--- src/rtl/gate_test_sequencer.sv ---
// Stimulus/response checker for a 2-input combinational gate: walks vectors 00..11,
// waits SETTLE_CYCLES after each change, compares dut_out against TRUTH_TABLE.
module gate_test_sequencer #(
    parameter int unsigned SETTLE_CYCLES = 1,
    parameter logic [3:0]  TRUTH_TABLE   = 4'b0111
) (
    input  logic       clock,
    input  logic       reset_n,
    input  logic       start,
    input  logic       dut_out,
    output logic       dut_in1,
    output logic       dut_in2,
    output logic       busy,
    output logic       done,
    output logic       pass,
    output logic [2:0] err_count,
    output logic       first_err_valid,
    output logic [1:0] first_err_vec
);

    typedef enum logic [1:0] {StIdle, StSettle, StCheck} state_e;

    localparam logic [3:0] Reload = 4'(SETTLE_CYCLES - 1);

    state_e     state;
    logic [1:0] vec;
    logic [3:0] cnt;
    logic       mismatch;

    // Case inequality so an X/Z gate output is flagged as a failure in simulation.
    always_comb mismatch = (dut_out !== TRUTH_TABLE[vec]);

    // vec is a register, so the stimulus outputs stay registered.
    assign dut_in1 = vec[1];
    assign dut_in2 = vec[0];

    always_ff @(posedge clock or negedge reset_n) begin
        if (!reset_n) begin
            state           <= StIdle;
            vec             <= 2'b00;
            cnt             <= 4'd0;
            busy            <= 1'b0;
            done            <= 1'b0;
            pass            <= 1'b0;
            err_count       <= 3'd0;
            first_err_valid <= 1'b0;
            first_err_vec   <= 2'b00;
        end else begin
            unique case (state)
                StIdle: begin
                    if (start) begin
                        vec             <= 2'b00;
                        cnt             <= Reload;
                        err_count       <= 3'd0;
                        first_err_valid <= 1'b0;
                        first_err_vec   <= 2'b00;
                        done            <= 1'b0;
                        pass            <= 1'b0;
                        busy            <= 1'b1;
                        state           <= StSettle;
                    end
                end
                StSettle: begin
                    if (cnt == 4'd0) begin
                        state <= StCheck;
                    end else begin
                        cnt <= cnt - 4'd1;
                    end
                end
                StCheck: begin
                    if (mismatch) begin
                        err_count <= err_count + 3'd1;
                        if (!first_err_valid) begin
                            first_err_vec   <= vec;
                            first_err_valid <= 1'b1;
                        end
                    end
                    if (vec != 2'b11) begin
                        vec   <= vec + 2'd1;
                        cnt   <= Reload;
                        state <= StSettle;
                    end else begin
                        // Last vector: stimulus stays at 11 until the next run.
                        state <= StIdle;
                        busy  <= 1'b0;
                        done  <= 1'b1;
                        pass  <= (err_count == 3'd0) && !mismatch;
                    end
                end
                default: state <= StIdle;
            endcase
        end
    end

endmodule

--- config.mk ---
export PLATFORM = sky130hd
export DESIGN_NAME = gate_test_sequencer
export DESIGN_NICKNAME = d
export VERILOG_FILES = /design/src/rtl/gate_test_sequencer.sv
export SDC_FILE = /design/constraint.sdc
export NUM_CORES = 1
export LEC_CHECK = 0
export BUFFER_PORTS_ARGS = -buffer_cell sky130_fd_sc_hd__buf_2
export CAP_MARGIN = 20
export CORE_MARGIN = 4
export CORE_UTILIZATION = 45
export DETAILED_ROUTE_END_ITERATION = 10
export MAX_ROUTING_LAYER = met4
export PLACE_DENSITY_LB_ADDON = 0.2
export SKIP_CTS_REPAIR_TIMING = 1
export SLEW_MARGIN = 20
export SYNTH_ARGS = -nofsm -noshare
export SYNTH_HDL_FRONTEND = slang
export SYNTH_SLANG_ARGS = --single-unit
--- constraint.sdc ---
create_clock -name clock -period 4.8 [get_ports clock]
set_input_delay 0.24 -clock clock [delete_from_list [all_inputs] [get_ports clock]]
set_output_delay 0.24 -clock clock [all_outputs]
set_load 0.005 [all_outputs]
==> flow_summary.toml <==
[grt]
grt_use_total = 0.156
gr-total-overflow = 0
grt_pass1_wl_um = 3110
grt_pass1_vias = 716
grt_max_degree = 20
antenna_found_initial = 0

[synth]
yosysTopAreaCellShare = 0.456
seq_area_frac_synth = 0.456
syn_nets = 104
syn_avg_cell_area_um2 = 9.83
async_flop_share = 1.00
ys.flop_type = "dfrtp_1"
synthTopCellsByArea = "dfrtp_1, ha_1, a22o_1"
ys_types = 30
ys_warn_count = 0
yosysTopAreaCell = "dfrtp_1"
syn-cell-area_um2 = 933
synthCells = 95
ys_ff_latch = 17
synth-edff-count = 0

[routing]
drcViolationCount = 0
firstDrtPassIters = 2
drt_iter0_drc = 5
via_per_inst = 5.21
avgRoutedWirePerCell_um = 12.9
ant_nets = 0
num_vias = 714
wl_um = 1770

[timing]
fmax_mhz = 562
drv_slew = 0
worst_slew_pin_slew_ns = 0.589
setup_viol = 0
finClkSkew_ns = 0.00571
slew_headroom = 0.604
rsz0062_at_grt = "no"
fin_tns_setup_ns = 0
hold_ws_ns = 0.335
fin_ws_ns = 3.02
hold_viol = 0
fin_crit_sh = 0.371
fin_crit_ns = 1.78

[placed_design]
pre_cts_slack_ns = 3.05
place.gp.congestion = 0.795
io_buffers = 14
dp_hpwl_um = 1320

[min_path]
min_path_type = "in2reg"

[clock_tree]
clock_path_buffers = 2
clock-sinks = 17
htreeDepth = 1
numCtsBuffers = 3
clk_latency_ns = 0.29
tritoncts = "built"
clkTransAtPathRegs_ns = 0.10
cts-root-buf = "clkbuf_4"

[critical_path]
path_common_cell = "a22o_1"
cp_data_arrival_time_ns = 1.97
crit_path_max_fanout = 9
end_kind = "register"
start_kind = "register"
critical_path.cell_chain = "ha_1 > xor2_1 > nor2_1 > a22o_1 > a22o_1"
crit_family = "flip-flops"
path_buf_inv = 0
worst_path_max_delay_cell = "dfrtp_1"
critPathKind = "reg2reg"
cp.required_ns = 4.99
critPathMaxStageDelay_ns = 0.44

[floorplanning]
die_area_mm2 = 0.00287
core_area_mm2 = 0.00196
die_w_um = 53.5
start_util = 0.476
num_io_pins = 15
die_h_um = 53.5
rows = 16

[final_layout]
diodes = 0
layout.nets = 120
final_cell_mix = "dfrtp_1, buf_2, o21ai_0"
layout-drive-gt1-share = 0.200
final_common_cell = "dfrtp_1"
area_growth_pct = 11.4
fillers = 195

[run]
maxCapViolCount = 0

[run_status]
status = "complete, no violations"

[pwr]
ir_drop_uv = 307
p_leak_nw = 0.495
power_density_mw_per_mm2 = 516
## kinds of logic (layout without fill, tap and decap cells)
kind of cell / after synthesis / in the layout / share of synthesized area
simple gates: 30 / 30 / 0.168
compound gates: 28 / 28 / 0.188
flops: 17 / 17 / 0.456
buf+inv: 10 / 25 / 0.0603
fa+ha+maj: 5 / 5 / 0.0670
mux: 3 / 3 / 0.0349
xor+xnor: 2 / 2 / 0.0268
## synth_stat cells, types with 2 or more instances
cell	instances
a21oi_1	5
a22o_1	6
buf_6	2
dfrtp_1	17
ha_1	5
inv_1	6
mux2_2	2
nand2_1	8
nand4b_1	2
nor2_1	9
nor3_1	2
o21ai_0	10
o21ai_1	2
o31ai_1	3
## worst reg2reg max path, cell delays in order (launching register included)
cell     delay [ns]
dfrtp_1        0.44
ha_1           0.40
xor2_1         0.33
nor2_1         0.13
a22o_1         0.20
a22o_1         0.17
## power by group
part	internal (W)	leakage, nW	switching [W]
Sequential	0.000185	0.222	0.0000587
Combinational	0.0000991	0.258	0.000116
Clock	0.0000323	0.0150	0.0000451
## path summary, 6_finish.rpt
path	startpoint	end	slack [ns]	cells past startpoint
worst max-delay path	vec[1]$_DFFE_PN0P_	err_count[1]$_DFFE_PN0P_	3.02	5
worst min-delay path	start	busy$_DFFE_PN0P_	0.34	3
worst max register to register	vec[1]$_DFFE_PN0P_	err_count[1]$_DFFE_PN0P_	3.02	5
worst min register to register	pass$_DFFE_PN0P_	pass$_DFFE_PN0P_	0.51	2
max in group asynchronous	reset_n	state[0]$_DFFE_PN0P_	4.14	2
min in group asynchronous	reset_n	err_count[0]$_DFFE_PN0P_	0.38	2
## per-layer routing
layer,vias up,global-route usage,routed length [um]
li1,366,-,-
met1,333,0.224,973
met2,13,0.210,723
met3,2,0.0249,60
met4,0,0.0766,12
met5,-,-,0
## final cells by class
class                   instances  area [um^2]  share of cell area
well taps                      27         33.8              0.0325
inverters                       6         22.5              0.0217
flip-flops and latches         17          425               0.409
multi-input cells              68          452               0.434
clock buffers                   4         26.3              0.0253
repair buffers                 15         80.1              0.0770
## sequential cells by signal, summed over array words and instances (netlist names)
register	cells
cnt	4
err_count	3
first_err_vec	2
state	2
vec	2
busy	1
done	1
first_err_valid	1
pass	1
## stage by stage
stage	util	cells	power [W]	area [um^2]
6_report	0.530	137	0.000536	1040
5_1_grt	0.530	137	0.000586	1040
4_1_cts	0.525	136	0.000539	1030
3_5_place_dp	0.511	132	0.000463	1000
3_3_place_gp	0.511	132	0.000457	1000
2_1_floorplan	-	95	0.000407	933
No activity file was read; power rests on OpenSTA's default activity.
